===== src/rtl/hazard_pkg.sv =====
// rtl/hazard_pkg.sv - shared widths, stage record and forwarding encodings for the hazard tracker
package hazard_pkg;

  localparam int ADDR_W = 5;
  localparam int CNT_W  = 16;

  typedef struct packed {
    logic              valid;
    logic [ADDR_W-1:0] ra1;
    logic [ADDR_W-1:0] ra2;
    logic              use1;
    logic              use2;
    logic [ADDR_W-1:0] wa3;
    logic              regWrite;
    logic              memtoReg;
  } stage_rec_t;

  typedef enum logic [1:0] {
    FWD_NONE = 2'b00,
    FWD_W    = 2'b01,
    FWD_M    = 2'b10
  } fwd_e;

endpackage


===== src/rtl/hazard_stage_reg.sv =====
// rtl/hazard_stage_reg.sv - one pipeline stage record with async reset and sync clear to bubble
module hazard_stage_reg
  import hazard_pkg::*;
#(
  parameter type rec_t = stage_rec_t
) (
  input  logic clk,
  input  logic reset,
  input  logic clear,
  input  rec_t d,
  output rec_t q
);

  always_ff @(posedge clk or posedge reset) begin
    if (reset) begin
      q <= '0;
    end else if (clear) begin
      q <= '0;
    end else begin
      q <= d;
    end
  end

endmodule


===== src/rtl/hazard_match_tracker.sv =====
// rtl/hazard_match_tracker.sv - tracks E/M/W register usage and drives match flags to the hazard unit
module hazard_match_tracker #(
  parameter int ADDR_W   = hazard_pkg::ADDR_W,
  parameter bit ZERO_REG = 1'b0,
  parameter int CNT_W    = hazard_pkg::CNT_W
) (
  input  logic              clk,
  input  logic              reset,
  input  logic              ValidD,
  input  logic [ADDR_W-1:0] RA1D,
  input  logic [ADDR_W-1:0] RA2D,
  input  logic              Use1D,
  input  logic              Use2D,
  input  logic [ADDR_W-1:0] WA3D,
  input  logic              RegWriteD,
  input  logic              MemtoRegD,
  input  logic              StallD,
  input  logic              FlushE,
  input  logic              CntClr,
  output logic              Match_1E_M,
  output logic              Match_1E_W,
  output logic              Match_2E_M,
  output logic              Match_2E_W,
  output logic              Match_12D_E,
  output logic              RegWriteM,
  output logic              RegWriteW,
  output logic              MemtoRegE,
  output logic [CNT_W-1:0]  StallCnt
);

  // Same layout as hazard_pkg::stage_rec_t, rebuilt here so ADDR_W overrides carry through.
  typedef struct packed {
    logic              valid;
    logic [ADDR_W-1:0] ra1;
    logic [ADDR_W-1:0] ra2;
    logic              use1;
    logic              use2;
    logic [ADDR_W-1:0] wa3;
    logic              regWrite;
    logic              memtoReg;
  } rec_t;

  rec_t decRec;
  rec_t recE;
  rec_t recM;
  rec_t recW;
  logic [CNT_W-1:0] stallCnt;
  logic unusedFields;

  function automatic logic hit(input logic [ADDR_W-1:0] a, input logic [ADDR_W-1:0] b);
    return (a == b) && !(ZERO_REG && (a == '0));
  endfunction

  assign decRec = '{valid:    ValidD,
                    ra1:      RA1D,
                    ra2:      RA2D,
                    use1:     Use1D,
                    use2:     Use2D,
                    wa3:      WA3D,
                    regWrite: RegWriteD & ValidD,
                    memtoReg: MemtoRegD & ValidD};

  // Any stall or flush from the hazard unit leaves a bubble in E; M and W never hold.
  hazard_stage_reg #(.rec_t(rec_t)) stageE (
    .clk  (clk),
    .reset(reset),
    .clear(StallD | FlushE),
    .d    (decRec),
    .q    (recE)
  );

  hazard_stage_reg #(.rec_t(rec_t)) stageM (
    .clk  (clk),
    .reset(reset),
    .clear(1'b0),
    .d    (recE),
    .q    (recM)
  );

  hazard_stage_reg #(.rec_t(rec_t)) stageW (
    .clk  (clk),
    .reset(reset),
    .clear(1'b0),
    .d    (recM),
    .q    (recW)
  );

  assign Match_1E_M  = recE.valid & recE.use1 & recM.valid & hit(recE.ra1, recM.wa3);
  assign Match_1E_W  = recE.valid & recE.use1 & recW.valid & hit(recE.ra1, recW.wa3);
  assign Match_2E_M  = recE.valid & recE.use2 & recM.valid & hit(recE.ra2, recM.wa3);
  assign Match_2E_W  = recE.valid & recE.use2 & recW.valid & hit(recE.ra2, recW.wa3);
  assign Match_12D_E = ValidD & recE.valid &
                       ((Use1D & hit(RA1D, recE.wa3)) | (Use2D & hit(RA2D, recE.wa3)));

  assign RegWriteM = recM.regWrite;
  assign RegWriteW = recW.regWrite;
  assign MemtoRegE = recE.memtoReg;

  assign unusedFields = ^{recM.ra1, recM.ra2, recM.use1, recM.use2, recM.memtoReg,
                          recW.ra1, recW.ra2, recW.use1, recW.use2, recW.memtoReg};

  // Clear wins over a simultaneous stall; the count sticks at all-ones.
  always_ff @(posedge clk or posedge reset) begin
    if (reset) begin
      stallCnt <= '0;
    end else if (CntClr) begin
      stallCnt <= '0;
    end else if (StallD && FlushE && (stallCnt != '1)) begin
      stallCnt <= stallCnt + CNT_W'(1);
    end
  end

  assign StallCnt = stallCnt;

endmodule


===== config.mk =====
export PLATFORM = sky130hd
export DESIGN_NAME = hazard_match_tracker
export DESIGN_NICKNAME = d
export VERILOG_FILES = /design/src/rtl/hazard_pkg.sv /design/src/rtl/hazard_stage_reg.sv /design/src/rtl/hazard_match_tracker.sv
export SDC_FILE = /design/constraint.sdc
export NUM_CORES = 1
export LEC_CHECK = 0
export CORE_MARGIN = 8
export CORE_UTILIZATION = 45
export DETAILED_ROUTE_END_ITERATION = 7
export GPL_ROUTABILITY_DRIVEN = 0
export GPL_TIMING_DRIVEN = 0
export HOLD_SLACK_MARGIN = 0.02
export PLACE_DENSITY = 0.71
export SLEW_MARGIN = 0
export SYNTH_ARGS = -nofsm -noshare
export SYNTH_HDL_FRONTEND = slang
export SYNTH_SLANG_ARGS = --single-unit

===== constraint.sdc =====
create_clock -name clk -period 2.9 [get_ports clk]
set_input_delay 0.58 -clock clk [delete_from_list [all_inputs] [get_ports clk]]
set_output_delay 0.58 -clock clk [all_outputs]
set_load 0.005 [all_outputs]

-- Word level (Yosys, flattened, before mapping)
Index checks and enable logic that the tools add are counted.
- register bits after elaboration: 50
- reduce and logical (&&, ||, !) cells: 3
- equal/unequal tests: 7
- add/subtract/negate cells: 1
- muxes and demuxes: 3
- bitwise gates (word level): 18
- operators with widths (kind ; number):
    $mux 16 ; 2
    $eq 5x5->1 ; 6
    $mux 20 ; 1
    $add 16x1->16 const B ; 1
    $and 1x1->1 ; 16
    $ne 16x16->1 const B ; 1
    $logic_and 1x1->1 ; 2
    $or 1x1->1 ; 2
    $reduce_bool 2->1 ; 1

-- Logic depth before layout (Yosys ltp)
Gate-level depths: netlist of the first run.
- word-level depth: 4
- depth in mapped cells: 6

-- Cells and area by module
A second synthesis of the first run with hierarchy kept.
- cells, all modules: 273
- area total of the unflattened synthesis: 3435.8 um2
- modules (own cells, without submodules) (module ; area an instance (um2) ; seq. area each (um2) ; times used ; cells each):
    hazard_stage_reg ; 721.9 ; 500.5 ; 3 ; 43
    hazard_match_tracker ; 1270.0 ; 400.4 ; 1 ; 144

-- Least setup slack after synthesis of the first run
OpenSTA, ideal clock, no wires.
- path type: input to output
- start point: in RA1D[0]
- end point: out Match_12D_E
- path slack: 1082 ps
- path buffers: 0
- arrival: 1238 ps
- stages on the path: 4
- cells stage by stage: xor2_1 > nor4_1 > nand3_1 > a21oi_1
- longest elaborated chain between the ends: 4
- RTL lines (element ; line ; text):
    start: declaration ; hazard_match_tracker.sv:10 ; input logic [ADDR_W-1:0] RA1D,
    $eq 5x5->1 ; hazard_match_tracker.sv:51 ; return (a == b) && !(ZERO_REG && (a == '0));
    $and 1x1->1 ; hazard_match_tracker.sv:93 ; ((Use1D & hit(RA1D, recE.wa3)) | (Use2D & hit(RA2D, recE.wa3)));
    $or 1x1->1 ; hazard_match_tracker.sv:93 ;
    $and 1x1->1 ; hazard_match_tracker.sv:92 ; assign Match_12D_E = ValidD & recE.valid &
    end: declaration ; hazard_match_tracker.sv:24 ; output logic Match_12D_E,
No other way between the ends.

-- Worst setup path in the final report of the first run
- start point: in RA1D[1]
- end point: out Match_12D_E
Same word-level chain as after synthesis.

==> results.yml, run 1 <==
pwr:
  finalPower_uw: 1250
  ir_drop_uv: 244
  power_density_nw_per_um2: 417
  p_leak_uw: 0.00129
global_routing:
  grt_use_met3_pct: 4.22
  met1_usage_pct: 18.7
  grt_pass1_wl_mm: 8.44
  busiest_layer: "met2"
  grt-ovfl-total: 0
  track_usage_pct: 14.3
  grt_pass1_vias: 1759
  grt_max_degree: 28
  grtUsageMet2_pct: 21.0
  antenna_found_initial: 0
timing:
  max_freq_mhz: 385
  final-setup-viol-count: 0
  rsz0062_at_grt: "false"
  maxSlewViolCount: 0
  finClkSkew_ps: 4.93
  slew_headroom_pct: 65.5
  period_needed_ps: 2600
  post-route-period-util_pct: 89.5
  hold_violations: 0
  tightestPinTransition_ps: 518
  layout_setup_ws_ps: 304
cells_and_area:
  final_core_util_pct: 59.4
  nNetsFinal: 287
  drive_gt1_share_pct: 8.78
  filler_cell_count: 442
  diodes: 0
  syn_to_final_growth_pct: 29.3
clock_network:
  cts_tree: "built"
  clockBufferDepth: 2
  tritoncts.num_buffers: 5
  clock_sinks: 50
  cts_setup_buffers: 0
  postCtsHoldBufs: 0
  root_buffer: "clkbuf_8"
  clock_latency_ps: 300
  cts_max_level: 2
  clkTransAtPathRegs_ps: 90
route:
  dr.pass1.iters: 4
  vias: 1720
  antenna_left: 0
  routed_wirelength_mm: 4.92
  drcViolationCount: 0
  drt_iter0_drc: 51
  viasPerCell: 5.18
  avgRoutedWirePerCell_um: 14.8
yosys:
  synth_edf_count: 0
  avgSynthCellArea_sq_um: 11.2
  synth-main-ff-cell: "dfrtp_1"
  ys_warn_count: 0
  synthArstFlopShare_pct: 100
  seq_area_frac_synth_pct: 54.0
  syn-cell-area_sq_um: 2320
  synth_nets: 232
  yosysUniqueCellTypes: 33
  postSynthCellCount: 206
  synth.ff_latch_count: 50
placed_design:
  numPortBuffers: 47
  hpwl_mm: 3.77
  place_ws_ps: -52.2
worst_setup_path:
  arrival_ps: 2020
  path_max_fanout: 2
  r2r_setup_slack_ps: 1070
  cp-end-kind: "primary output"
  start_kind: "input pin"
  required_ps: 2320
  worstSetupPathType: "input pin to primary output"
status:
  outcome: "finished clean"
job:
  drv_cap: 0
floorplanning:
  rows: 26
  die_w_um: 87.8
  fp.dieArea_sq_um: 7700
  start_util_pct: 46.0
  coreArea_sq_um: 5040
  die-height_um: 87.8
  boundaryPins: 49
worst_hold_path:
  holdCritPathClass: "flip-flop to flip-flop"
[flip-flops by register name, indices dropped and copies added (netlist names)]
register and count:
stageM.q 7, stageE.q 20, StallCnt 16, stageW.q 7
[path summary, 6_finish.rpt]
path                            cells past startpoint           to        start
worst min-delay path                                0  stageM.q[1]  stageE.q[1]
worst max register to register                      6  StallCnt[2]  StallCnt[0]
worst max-delay path                                6  Match_12D_E      RA1D[1]
max in group asynchronous                           3  stageW.q[2]        reset
min in group asynchronous                           2  stageM.q[1]        reset
worst min register to register                      0  stageM.q[1]  stageE.q[1]
[cell usage in the layout (no fill, tap or decap), drive strengths merged, types with 4 or more instances in the layout]
cell type / instances
or3: 4
nor4: 4
xnor2: 18
clkbuf: 9
o31ai: 8
clkdlybuf4s50: 46
a21oi: 15
nand4: 9
and3: 6
nand2: 11
or4: 8
xor2: 12
nand3: 11
and2: 19
nor3: 6
dfrtp: 50
o21ai: 5
[where the power goes]
part / internal [uW] / leakage (uW) / switching (uW) / total, uW
Sequential: 715 / 0.000681 / 17.8 / 733
Clock: 170 / 0.0000441 / 232 / 401
Combinational: 64.5 / 0.000563 / 51.2 / 116
[synthesized netlist by cell type, types with 3 or more instances]
cell type  number  area share (%)
dfrtp_1        50              54
and2_1         19             5.1
xnor2_1        18             6.8
a21oi_1        15             3.2
xor2_1         12             4.5
nand2_1        11             1.8
nand3_1         9             1.9
o31ai_1         8             2.6
or4_1           8             2.6
nor3_1          6             1.3
and3_1          5             1.3
nand4_1         5             1.3
clkbuf_1        4            0.65
nand4_2         4             2.2
or3_1           4             1.1
inv_1           3            0.49
nor2_1          3            0.49
o21ai_1         3            0.65
[per-layer routing]
metal / up-vias / routed length, um
met5: - / 0
met4: 0 / 80
met2: 41 / 2210
met1: 822 / 2360
li1: 852 / -
met3: 5 / 274
[logic make-up after synthesis]
kind of cell             share of synthesized area, %
AND/OR/NAND/NOR                                  24.4
AO/OA/AOI/OAI                                    8.10
buffers and inverters                            1.62
adder cells (fa/ha/maj)                         0.540
XOR/XNOR                                         11.3
flip-flops                                       54.0
[through the flow]
step / area, sq um / hold WS [ps] / TNS (ps) / std cells
floorplan: 2320 / 331 / 0 / 206
global placement: 2880 / 335 / -37.2 / 323
detailed placement: 2900 / 349 / -52.2 / 324
CTS: 3000 / 361 / 0 / 332
global route: 3000 / 375 / 0 / 332
finish: 3000 / 357 / 0 / 332
[final cells by class]
type	count	area, sq um	share of cell area [%]
inverter	3	11.3	0.376
multi-input combinational	147	1040	34.7
timing repair buffer	48	489	16.3
clock buffer	5	68.8	2.30
clock inverter	3	21.3	0.710
tap	70	87.6	2.92
sequential	50	1250	41.8
buffer	6	26.3	0.877
[critical path, cell delays in order]
cell and delay, ps:
clkdlybuf4s50_1 430, xor2_1 180, nor4_2 290, nand3_1 100, a21oi_1 170, dlygate4sd2_1 260
[timing repair]
item | in CTS | in global routing
endpoints found under the hold margin | 0 | 0
endpoints found under the setup margin | 1 | 0
resized for setup | 3 | 0
No activity file was read; power rests on OpenSTA's default activity.
==> run 2: changes to the inputs <==
CORE_ASPECT_RATIO = 1.4   (was unset)
HOLD_SLACK_MARGIN = 0.03   (was 0.02)
==> run 2 against run 1 <==
Die area is 0.42% higher. Critical path type unchanged. Design area decreased by 0.17%. Cell count shrank 1.2%. Worst setup slack lost 41 ps. Total power about the same. Utilization decreased by 0.55 points.
==> results.yml, run 2 (synthesis results as in run 1) <==
status:
  outcome: "finished clean"
global_routing:
  grt_pass1_vias: 1815
  grt_max_degree: 42
  grt-ovfl-total: 0
  antenna_found_initial: 0
  track_usage_pct: 13.8
  grt_pass1_wl_mm: 8.63
route:
  viasPerCell: 5.26
  vias: 1725
  antenna_left: 0
  routed_wirelength_mm: 5.06
  dr.pass1.iters: 4
  avgRoutedWirePerCell_um: 15.4
  drcViolationCount: 0
  drt_iter0_drc: 41
worst_setup_path:
  cp.depth: 6
  crit_path_max_incr_delay_ps: 450
  required_ps: 2320
  cpMaxStageDelayCell: "clkdlybuf4s50_1"
  worstPathCellList: "clkdlybuf4s50_1 -> xor2_1 -> nor4_2 -> nand3_1 -> a21oi_1 -> dlygate4sd2_1"
  start_kind: "input pin"
  path_buf_inv: 2
  cp-end-kind: "primary output"
  crit_family: "buffers and inverters"
  arrival_ps: 2060
  path_max_fanout: 2
  worstSetupPathType: "input pin to primary output"
  reg2reg_depth: 6
cells_and_area:
  filler_cell_count: 448
  drive_gt1_share_pct: 8.78
  largest_register_ffs: 20
  final_cells: 328
  regMostFlops: "stageE.q"
  layout_common_cells: "dfrtp_1 (50), clkdlybuf4s50_1 (46), and2_1 (19)"
  final_area_sq_um: 2990
  layout_commonest_cell: "dfrtp_1"
  regArea_sq_um: 1250
  nNetsFinal: 287
  diodes: 0
  syn_to_final_growth_pct: 29.1
  multiInputGateArea_sq_um: 1040
floorplanning:
  rows: 31
  coreArea_sq_um: 5080
  fp.dieArea_sq_um: 7730
  die_w_um: 76.6
  die-height_um: 101
  start_util_pct: 45.6
  boundaryPins: 49
timing:
  layout_setup_ws_ps: 263
  max_freq_mhz: 379
  post-route-period-util_pct: 90.9
  final-setup-viol-count: 0
  period_needed_ps: 2640
  finClkSkew_ps: 5.30
  hold_violations: 0
  maxSlewViolCount: 0
  tightestPinTransition_ps: 502
  slew_headroom_pct: 66.3
  rsz0062_at_grt: "false"
placed_design:
  place_ws_ps: -129
  dpl.cell_count: 320
  post_dp_cell_area_sq_um: 2890
  hpwl_mm: 3.93
  numPortBuffers: 47
clock_network:
  clock_latency_ps: 290
  clock_sinks: 50
  postCtsHoldBufs: 0
  cts_tree: "built"
  clockBufferDepth: 2
  clkTransAtPathRegs_ps: 90
  root_buffer: "clkbuf_8"
  cts_max_level: 2
  tritoncts.num_buffers: 5
pwr:
  ir_drop_uv: 252
  p_leak_uw: 0.00129
  finalPower_uw: 1250
  power_density_nw_per_um2: 418
job:
  drv_cap: 0
worst_hold_path:
  whs_path_depth: 0
  holdCritPathClass: "flip-flop to flip-flop"
## run 2: cell counts in the layout (fill, tap and decap cells not counted)
No cell type changed its count.
## run 2: layout make-up
type / instances / area share, %
inverter: 3 / 0.376
clock buffer: 5 / 2.30
timing repair buffer: 48 / 16.4
tap: 66 / 2.76
clock inverter: 3 / 0.711
sequential: 50 / 41.8
multi-input combinational: 147 / 34.8
buffer: 6 / 0.878
## run 2: final timing paths
| path | to | slack [ps] | startpoint |
|---|---|---|---|
| worst max-delay path | Match_12D_E | 260 | RA2D[1] |
| worst min-delay path | stageM.q[1] | 360 | stageE.q[1] |
| worst max register to register | StallCnt[0] | 1100 | StallCnt[0] |
| worst min register to register | stageM.q[1] | 360 | stageE.q[1] |
| max in group asynchronous | stageE.q[5] | 1910 | reset |
| min in group asynchronous | stageE.q[0] | 510 | reset |
## run 2: repair_timing
item / 4_1_cts / 5_1_grt
setup endpoints to repair: 1 / 0
resized for setup: 3 / 0
buffers inserted: 0 / 0
## run 2: metal layers
layer / track usage [%] / part of all wire, %
met5: 0 / 0
met4: 5.94 / 2.0
met3: 2.86 / 3.7
met2: 24.9 / 54
met1: 15.4 / 40
## run 2: power breakdown
group,internal (uW),switching (uW)
clock,170,230
combinational,64.7,54.8
sequential,715,16.2
total,950,301
## run 2: per-stage QoR
step                      setup TNS (ps)  hold slack (ps)  utilization [%]
final                                  0              363             58.9
after global placement              -128              334             56.5
after detailed placement            -129              342             56.9
after global routing                   0              367             58.9
after floorplan                        0              331                -
after CTS                              0              364             58.9
